## src/rtl/exec_unit.sv

```systemverilog
// Execution unit: ALU, accumulator bank, CY/Z flags, shift-add multiplier.
// One instruction per valid/ready handshake; MUL occupies WIDTH extra cycles.
module exec_unit #(
   parameter int WIDTH = 8,
   parameter int NACC  = 4,
   localparam int AW   = (NACC > 1) ? $clog2(NACC) : 1
) (
   input  logic             clk,
   input  logic             rst,
   input  logic             in_valid,
   output logic             in_ready,
   input  logic [3:0]       op,
   input  logic [AW-1:0]    acc_sel,
   input  logic [WIDTH-1:0] in_b,
   output logic             out_valid,
   output logic [WIDTH-1:0] out_result,
   output logic             out_cy,
   output logic             out_z
);

   localparam int CW = $clog2(WIDTH + 1);

   localparam logic [3:0] OP_NOP = 4'h0;
   localparam logic [3:0] OP_LD  = 4'h1;
   localparam logic [3:0] OP_ADD = 4'h2;
   localparam logic [3:0] OP_ADC = 4'h3;
   localparam logic [3:0] OP_SUB = 4'h4;
   localparam logic [3:0] OP_SBB = 4'h5;
   localparam logic [3:0] OP_AND = 4'h6;
   localparam logic [3:0] OP_OR  = 4'h7;
   localparam logic [3:0] OP_XOR = 4'h8;
   localparam logic [3:0] OP_NOT = 4'h9;
   localparam logic [3:0] OP_SHL = 4'hA;
   localparam logic [3:0] OP_SHR = 4'hB;
   localparam logic [3:0] OP_ROL = 4'hC;
   localparam logic [3:0] OP_ROR = 4'hD;
   localparam logic [3:0] OP_MUL = 4'hE;
   localparam logic [3:0] OP_CLC = 4'hF;

   typedef enum logic {
      ST_IDLE,
      ST_MUL
   } state_t;

   state_t state_q, state_d;

   logic [WIDTH-1:0]   acc [NACC];
   logic               cy, z;
   logic               sel_ok, accept;
   logic [WIDTH-1:0]   a_val;

   logic [WIDTH-1:0]   res;
   logic [WIDTH:0]     t;
   logic [WIDTH:0]     cyw;
   logic               cy_n, wr, upd_cy;

   logic [2*WIDTH-1:0] mul_a, prod, prod_n;
   logic [WIDTH-1:0]   mul_b;
   logic [CW-1:0]      cnt;
   logic [AW-1:0]      mul_sel;
   logic               mul_ok, mul_last;

   assign sel_ok   = 32'(acc_sel) < 32'(NACC);
   assign a_val    = sel_ok ? acc[acc_sel] : '0;
   assign in_ready = (state_q == ST_IDLE);
   assign accept   = in_valid && in_ready;
   assign out_cy   = cy;
   assign out_z    = z;
   assign cyw      = {{WIDTH{1'b0}}, cy};
   assign prod_n   = prod + (mul_b[0] ? mul_a : '0);
   assign mul_last = (cnt == CW'(WIDTH - 1));

   always_comb begin
      res    = a_val;
      cy_n   = cy;
      wr     = 1'b0;
      upd_cy = 1'b0;
      t      = '0;
      unique case (op)
         OP_NOP: ;
         OP_LD: begin
            res = in_b;
            wr  = 1'b1;
         end
         OP_ADD, OP_ADC: begin
            t = {1'b0, a_val} + {1'b0, in_b}
              + ((op == OP_ADC) ? cyw : '0);
            res    = t[WIDTH-1:0];
            cy_n   = t[WIDTH];
            wr     = 1'b1;
            upd_cy = 1'b1;
         end
         // top bit of the widened difference is the borrow
         OP_SUB, OP_SBB: begin
            t = {1'b0, a_val} - {1'b0, in_b}
              - ((op == OP_SBB) ? cyw : '0);
            res    = t[WIDTH-1:0];
            cy_n   = t[WIDTH];
            wr     = 1'b1;
            upd_cy = 1'b1;
         end
         OP_AND: begin
            res = a_val & in_b;
            wr  = 1'b1;
         end
         OP_OR: begin
            res = a_val | in_b;
            wr  = 1'b1;
         end
         OP_XOR: begin
            res = a_val ^ in_b;
            wr  = 1'b1;
         end
         OP_NOT: begin
            res = ~a_val;
            wr  = 1'b1;
         end
         OP_SHL: begin
            res    = {a_val[WIDTH-2:0], cy};
            cy_n   = a_val[WIDTH-1];
            wr     = 1'b1;
            upd_cy = 1'b1;
         end
         OP_SHR: begin
            res    = {cy, a_val[WIDTH-1:1]};
            cy_n   = a_val[0];
            wr     = 1'b1;
            upd_cy = 1'b1;
         end
         OP_ROL: begin
            res    = {a_val[WIDTH-2:0], a_val[WIDTH-1]};
            cy_n   = a_val[WIDTH-1];
            wr     = 1'b1;
            upd_cy = 1'b1;
         end
         OP_ROR: begin
            res    = {a_val[0], a_val[WIDTH-1:1]};
            cy_n   = a_val[0];
            wr     = 1'b1;
            upd_cy = 1'b1;
         end
         OP_MUL: ;
         OP_CLC: begin
            cy_n   = 1'b0;
            upd_cy = 1'b1;
         end
      endcase
   end

   always_comb begin
      state_d = state_q;
      unique case (state_q)
         ST_IDLE: if (accept && op == OP_MUL) state_d = ST_MUL;
         ST_MUL:  if (mul_last) state_d = ST_IDLE;
      endcase
   end

   always_ff @(posedge clk) begin
      if (rst) state_q <= ST_IDLE;
      else     state_q <= state_d;
   end

   always_ff @(posedge clk) begin
      if (rst) begin
         for (int i = 0; i < NACC; i++) acc[i] <= '0;
         cy         <= 1'b0;
         z          <= 1'b0;
         out_result <= '0;
         out_valid  <= 1'b0;
         mul_a      <= '0;
         mul_b      <= '0;
         prod       <= '0;
         cnt        <= '0;
         mul_sel    <= '0;
         mul_ok     <= 1'b0;
      end else begin
         out_valid <= 1'b0;
         if (state_q == ST_IDLE) begin
            if (accept && op == OP_MUL) begin
               mul_a   <= {{WIDTH{1'b0}}, a_val};
               mul_b   <= in_b;
               prod    <= '0;
               cnt     <= '0;
               mul_sel <= acc_sel;
               mul_ok  <= sel_ok;
            end else if (accept) begin
               out_valid <= 1'b1;
               if (sel_ok) begin
                  out_result <= res;
                  if (wr) begin
                     acc[acc_sel] <= res;
                     z            <= (res == '0);
                  end
                  if (upd_cy) cy <= cy_n;
               end else begin
                  out_result <= '0;
               end
            end
         end else begin
            prod  <= prod_n;
            mul_a <= mul_a << 1;
            mul_b <= mul_b >> 1;
            cnt   <= cnt + 1'b1;
            if (mul_last) begin
               out_valid <= 1'b1;
               if (mul_ok) begin
                  acc[mul_sel] <= prod_n[WIDTH-1:0];
                  out_result   <= prod_n[WIDTH-1:0];
                  cy           <= |prod_n[2*WIDTH-1:WIDTH];
                  z            <= (prod_n[WIDTH-1:0] == '0);
               end else begin
                  out_result <= '0;
               end
            end
         end
      end
   end

endmodule
```

## config.mk

```make
export PLATFORM = sky130hd
export DESIGN_NAME = exec_unit
export DESIGN_NICKNAME = d
export VERILOG_FILES = /design/src/rtl/exec_unit.sv
export SDC_FILE = /design/constraint.sdc
export NUM_CORES = 1
export LEC_CHECK = 0
export CORE_ASPECT_RATIO = 2
export CORE_UTILIZATION = 58
export CTS_BUF_LIST = sky130_fd_sc_hd__clkbuf_8
export DETAILED_ROUTE_END_ITERATION = 16
export PLACE_DENSITY = 0.92
export SLEW_MARGIN = 20
export SYNTH_ARGS = -nofsm -noshare
export SYNTH_HDL_FRONTEND = slang
export SYNTH_SLANG_ARGS = --single-unit
export TNS_END_PERCENT = 10
```

## constraint.sdc

```tcl
create_clock -name clk -period 4.05 [get_ports clk]
set_input_delay 0.81 -clock clk [delete_from_list [all_inputs] [get_ports clk]]
set_output_delay 0.81 -clock clk [all_outputs]
set_load 0.1 [all_outputs]
```

Yosys cells after proc, flatten, opt, wreduce, memory -nomap -nowiden:

Memories as Yosys holds them, arrays and structs flattened.
Cells that the tools add are included.

* $add $sub $neg: 6
* multipliers: 0
* div/mod/pow operators: 0
* $lt $le $gt $ge: 0
* equality and inequality tests: 19
* shifts and indexed selects: 0
* mux-type cells: 58
* bitwise gates (word level): 5
* reduce and logical (&&, ||, !) cells: 23

Operators with widths (count)
* $pmux W8 S11: 1
* $mux W16: 5
* $mux W8: 7
* $mux W1: 37
* $eq A4 B4 Y1 const B: 8
* $reduce_or A8 Y1: 3
* $eq A4 B3 Y1 const B: 5
* $add A16 B16 Y16: 1
* $logic_not A8 Y1: 2
* $mux W7: 2
* $reduce_or A13 Y1: 1
* $reduce_or A2 Y1: 5
* $add A8 B8 Y9: 1
* $add A9 B1 Y9: 1
* $reduce_or A9 Y1: 1
* $sub A8 B8 Y9: 1
* $sub A9 B1 Y9: 1
* $and A8 B8 Y8: 1
* $eq A4 B2 Y1 const B: 2
* $mux W4: 2
* $not A8 Y8: 1
* $or A8 B8 Y8: 1
* $reduce_bool A2 Y1: 4
* $xor A8 B8 Y8: 1
* other kinds (14): 17

* flip-flop bits (word level): 59
* bits in latches: 0
* bits in writable memories: 32
* memory bits (read-only): 0
* output and inout port bits: 12
* memories kept: 1

Memories
* acc: depth 4, bits a word 8, rd ports 1, clocked after Yosys merged registers in 0, wr ports 4, RTL line 47 `logic [WIDTH-1:0] acc [NACC];`

Longest topological paths before layout:

* word-level depth: 12
* gate-level depth with buffers: 15
* gate-level depth less buffers: 13

Least setup slack after synthesis:

OpenSTA, ideal clock, no wires.

* path type: input port to flip-flop
* from: input op[1]
* to: memory acc[1][6] (data pin)
* arrival: 3.839 ns
* setup slack: -0.063 ns
* cell stages on the path: 15
* path buffers: 3
* path through: buf_2 -> buf_6 -> clkbuf_1 -> nor3_1 -> nand3_1 -> fa_1 -> inv_1 -> fa_1 -> nand2b_1 -> a2111oi_1 -> nor3_1 -> o21ai_0 -> a31oi_2 -> a22oi_1 -> nor2_1

RTL lines
* start, declared: RTL line 12 `input logic [3:0] op,`
* end, declared: RTL line 47

Final worst setup path:

* from: input acc_sel[1]
* to: register out_result[3]

* word-level cells in the longest chain between the ends: 7
* elaborated cells on any way between the ends: 13
* those cells by class: add/sub (4); mux (4); bitwise (4); memory (1)

Ends and longest elaborated chain
* start, declared: RTL line 13 `input logic [AW-1:0] acc_sel,`
* $mem_v2 Z4 W8 *
* $sub A8 B8 Y9 / $add A8 B8 Y9 (equally long branches): RTL line 95, 86
* $sub A9 B1 Y9 / $add A9 B1 Y9 (equally long branches): RTL line 96, 87
* $pmux W8 S11 *: RTL line 79 `unique case (op)`
* $mux W8 *: RTL line 186 `end else if (accept) begin`
* $mux W8 *: RTL line 179 `if (accept && op == OP_MUL) begin`
* $mux W8 *: RTL line 178 `if (state_q == ST_IDLE) begin`
* end signal, assigned: RTL line 189 `out_result <= res;`
* end signal, assigned: RTL line 208 `out_result <= prod_n[WIDTH-1:0];`
* end, declared: RTL line 16 `output logic [WIDTH-1:0] out_result,`

Mark *: on every way between the ends. The rest lies on a longest branch, timed or not. The select of a mux whose other input is x is not followed.
A chain may end at the register's enable or synchronous reset.

==> impl_metrics.json <==
{
  "status": "finished with violations",
  "violations": "setup timing",
  "cp-start-kind": "input port",
  "fin_crit_ps": 4090,
  "cts_max_level": 3,
  "fin_skew_ps": 28.0,
  "power.density_mw_per_mm2": 305,
  "synth-seq-cells": 91,
  "fin_tns_setup_ps": -87.6,
  "area_growth_pct": 16.4,
  "cts.hold.buffers_added": 0,
  "peakVddDrop_mv": 0.287,
  "cp-end-kind": "register",
  "criticalPathCategory": "in2reg",
  "internal_power_mw": 1.52,
  "finalWeightedCongestion": 1.04,
  "netlist_instances": 808,
  "pwr-share-comb_pct": 32.6,
  "syn_area_per_cell_um2": 8.36,
  "placed_cell_area_mm2": 0.00758,
  "crit_required_ps": 4280,
  "fin_nets": 946,
  "relSlewSlack_pct": 34.9,
  "numCtsBuffers": 9,
  "cpLargestDelayFamily": "compound AO/OA/AOI/OAI gates",
  "path_cells": "clkdlybuf4s50_1 -> buf_4 -> mux4_2 -> ha_1 -> nor2b_1 -> o31ai_1 -> a21boi_0 -> o32ai_2 -> o211ai_1 -> a22oi_1 -> a211oi_1",
  "slew_viol_final": 0,
  "hp-class": "reg2reg",
  "rows": 55,
  "drv_cap": 0,
  "drc": 0,
  "async_reset_ff_share_pct": 0,
  "top_layer_used": "met4",
  "hold_viol": 0,
  "clkTransAtPathRegs_ps": 100,
  "antenna_found_initial": 0,
  "core_area_mm2": 0.0114,
  "tightest_slew_ps": 973,
  "start_util_pct": 59.5,
  "synth_seq_area_share_pct": 31.7,
  "ys_types": 82,
  "critPathArrivalTime_ps": 4320,
  "ys_dominant_reg_cell": "dfxtp_1",
  "met1Wirelength_mm": 7.19,
  "track_usage_pct": 39.5,
  "fin_crit_sh_pct": 101,
  "fp.dieH_um": 155,
  "vias": 6957,
  "final_antenna_net_count": 0,
  "met2WireLength_mm": 11.1,
  "insertion_delay_ps": 400,
  "die_w_um": 78.3,
  "p_clk_share_pct": 25.8,
  "route.met3.wl_mm": 2.02,
  "critical-path-slowest-cell": "o31ai_1",
  "fin_ws_ps": -39.6,
  "grt_pass1_wl_mm": 35.7,
  "cts_tree": "built",
  "synthTopCellsByCount": "120 x nor2_1, 86 x a21oi_1, 59 x dfxtp_1",
  "io_pins": 29,
  "overflow": 0,
  "avgRoutedWirePerCell_um": 22.2,
  "drt_iter0_drc": 949,
  "synth_nets": 874,
  "fin_area_mm2": 0.00787,
  "seq_power_share_pct": 41.6,
  "netlist_area_mm2": 0.00676,
  "leakage_nw": 3.40,
  "io_buffers": 28,
  "final_layout_size_suffix_gt1_share_pct": 16.9,
  "grt_pass1_vias": 6616,
  "synth_top_area_share_pct": 17.5,
  "ctsRootBufferMaster": "clkbuf_8",
  "synth_top_area_cell": "dfxtp_1",
  "fmax_mhz": 245,
  "dp_hpwl_mm": 16.2,
  "clock-sinks": 91,
  "netlist_top_cells_area": "dfxtp_1 17%, edfxtp_1 14%, ha_1 8.1%, nor2_1 6.7%, a21oi_1 6.4%",
  "final-setup-viol-count": 5,
  "synth_edf_count": 32,
  "viasPerCell": 6.77,
  "yosysWarnings": 0,
  "critical_path_buf_inv_count": 2,
  "max_stage_delay_ps": 730,
  "grt_max_degree": 44,
  "die_area_mm2": 0.0121,
  "crit_fanout": 12,
  "antennaDiodeCount": 0,
  "r2r_slack_ps": 550,
  "yosysMostFrequentCell": "nor2_1",
  "drtPass1Iterations": 8,
  "swShare_pct": 36.4,
  "routed_wl_mm": 22.8,
  "p_sw_mw": 0.872,
  "clockBufferDepth": 2
}
[final cells by class]
class                           instances  area, um^2
Sequential cell                        91        2140
Tap cell                              142         178
Fill cell                             893        3490
Timing Repair Buffer                  113         917
Clock buffer                            9         124
Inverter                               41         154
Multi-Input combinational cell        624        4280
Clock inverter                          7        65.1
[path summary, 6_finish.rpt]
kind | to | startpoint | depth (start not counted)
worst max-delay path | out_result[3]$_SDFFE_PP0P_ | acc_sel[1] | 11
worst min-delay path | mul_a[15]$_SDFFE_PP0P_ | mul_a[14]$_SDFFE_PP0P_ | 2
worst max register to register | out_result[3]$_SDFFE_PP0P_ | acc[3][3]$_DFFE_PP_ | 9
worst min register to register | mul_a[15]$_SDFFE_PP0P_ | mul_a[14]$_SDFFE_PP0P_ | 2
[timing repair]
item                                    4_1_cts  5_1_grt
resized for setup                             0       17
endpoints found under the setup margin        0       26
setup buffers                                 0        3
[state kept, by name (all words and copies together) (netlist names)]
name        cells
acc            32
out_valid       1
mul_a          16
state_q         1
out_result      8
mul_b           8
cnt             4
prod           16
out_cy          1
mul_ok          1
out_z           1
mul_sel         2
[metal layers]
metal / GRT usage, % / up-vias
met5: 0.870 / -
met2: 64.6 / 462
li1: - / 3072
met3: 12.4 / 183
met4: 34.1 / 0
met1: 39.9 / 3240
[tightest hold or removal path: stages, from the launching register on]
cell and delay [ps]:
dfxtp_1 330, nand2_1 50, a21oi_1 50
[placed cells by master, fill, tap and decap left out, types with 21 or more instances in the layout]
cell type and count:
a21oi_1 84, and2_1 21, and3_1 24, buf_4 85, clkdlybuf4s50_1 25, dfxtp_1 58, edfxtp_1 32, ha_1 44
inv_1 36, nand2_1 46, nor2_1 120, o21ai_0 21
[power by group through the flow]
stage	logic (mW)	clock network (mW)	registers (mW)
after floorplan	0.366	0	1.08
after global placement	0.698	0	1.01
after detailed placement	0.710	0	1.02
after CTS	0.714	0.614	0.996
after global routing	0.825	0.653	0.999
final	0.781	0.618	0.997
[stage by stage]
step | std cells | setup slack [ps] | util, % | hold slack (ps) | power (mW)
after floorplan | 808 | 23.8 | - | 436 | 1.44
after CTS | 1024 | 45.1 | 68.4 | 469 | 2.32
final | 1027 | -39.6 | 69.3 | 468 | 2.40
after global routing | 1027 | -311 | 69.3 | 505 | 2.48
after global placement | 1008 | -325 | 66.7 | 447 | 1.71
after detailed placement | 1008 | -355 | 66.7 | 455 | 1.73
[cells by family after synthesis]
kind of cell,Yosys count,synth area share (%)
compound gates,227,22.5
xor+xnor,22,2.85
fa+ha+maj,49,9.63
buf+inv,93,5.96
flops,91,31.7
mux,23,4.95
simple gates,303,22.4
(Power assumes the default switching activity.)
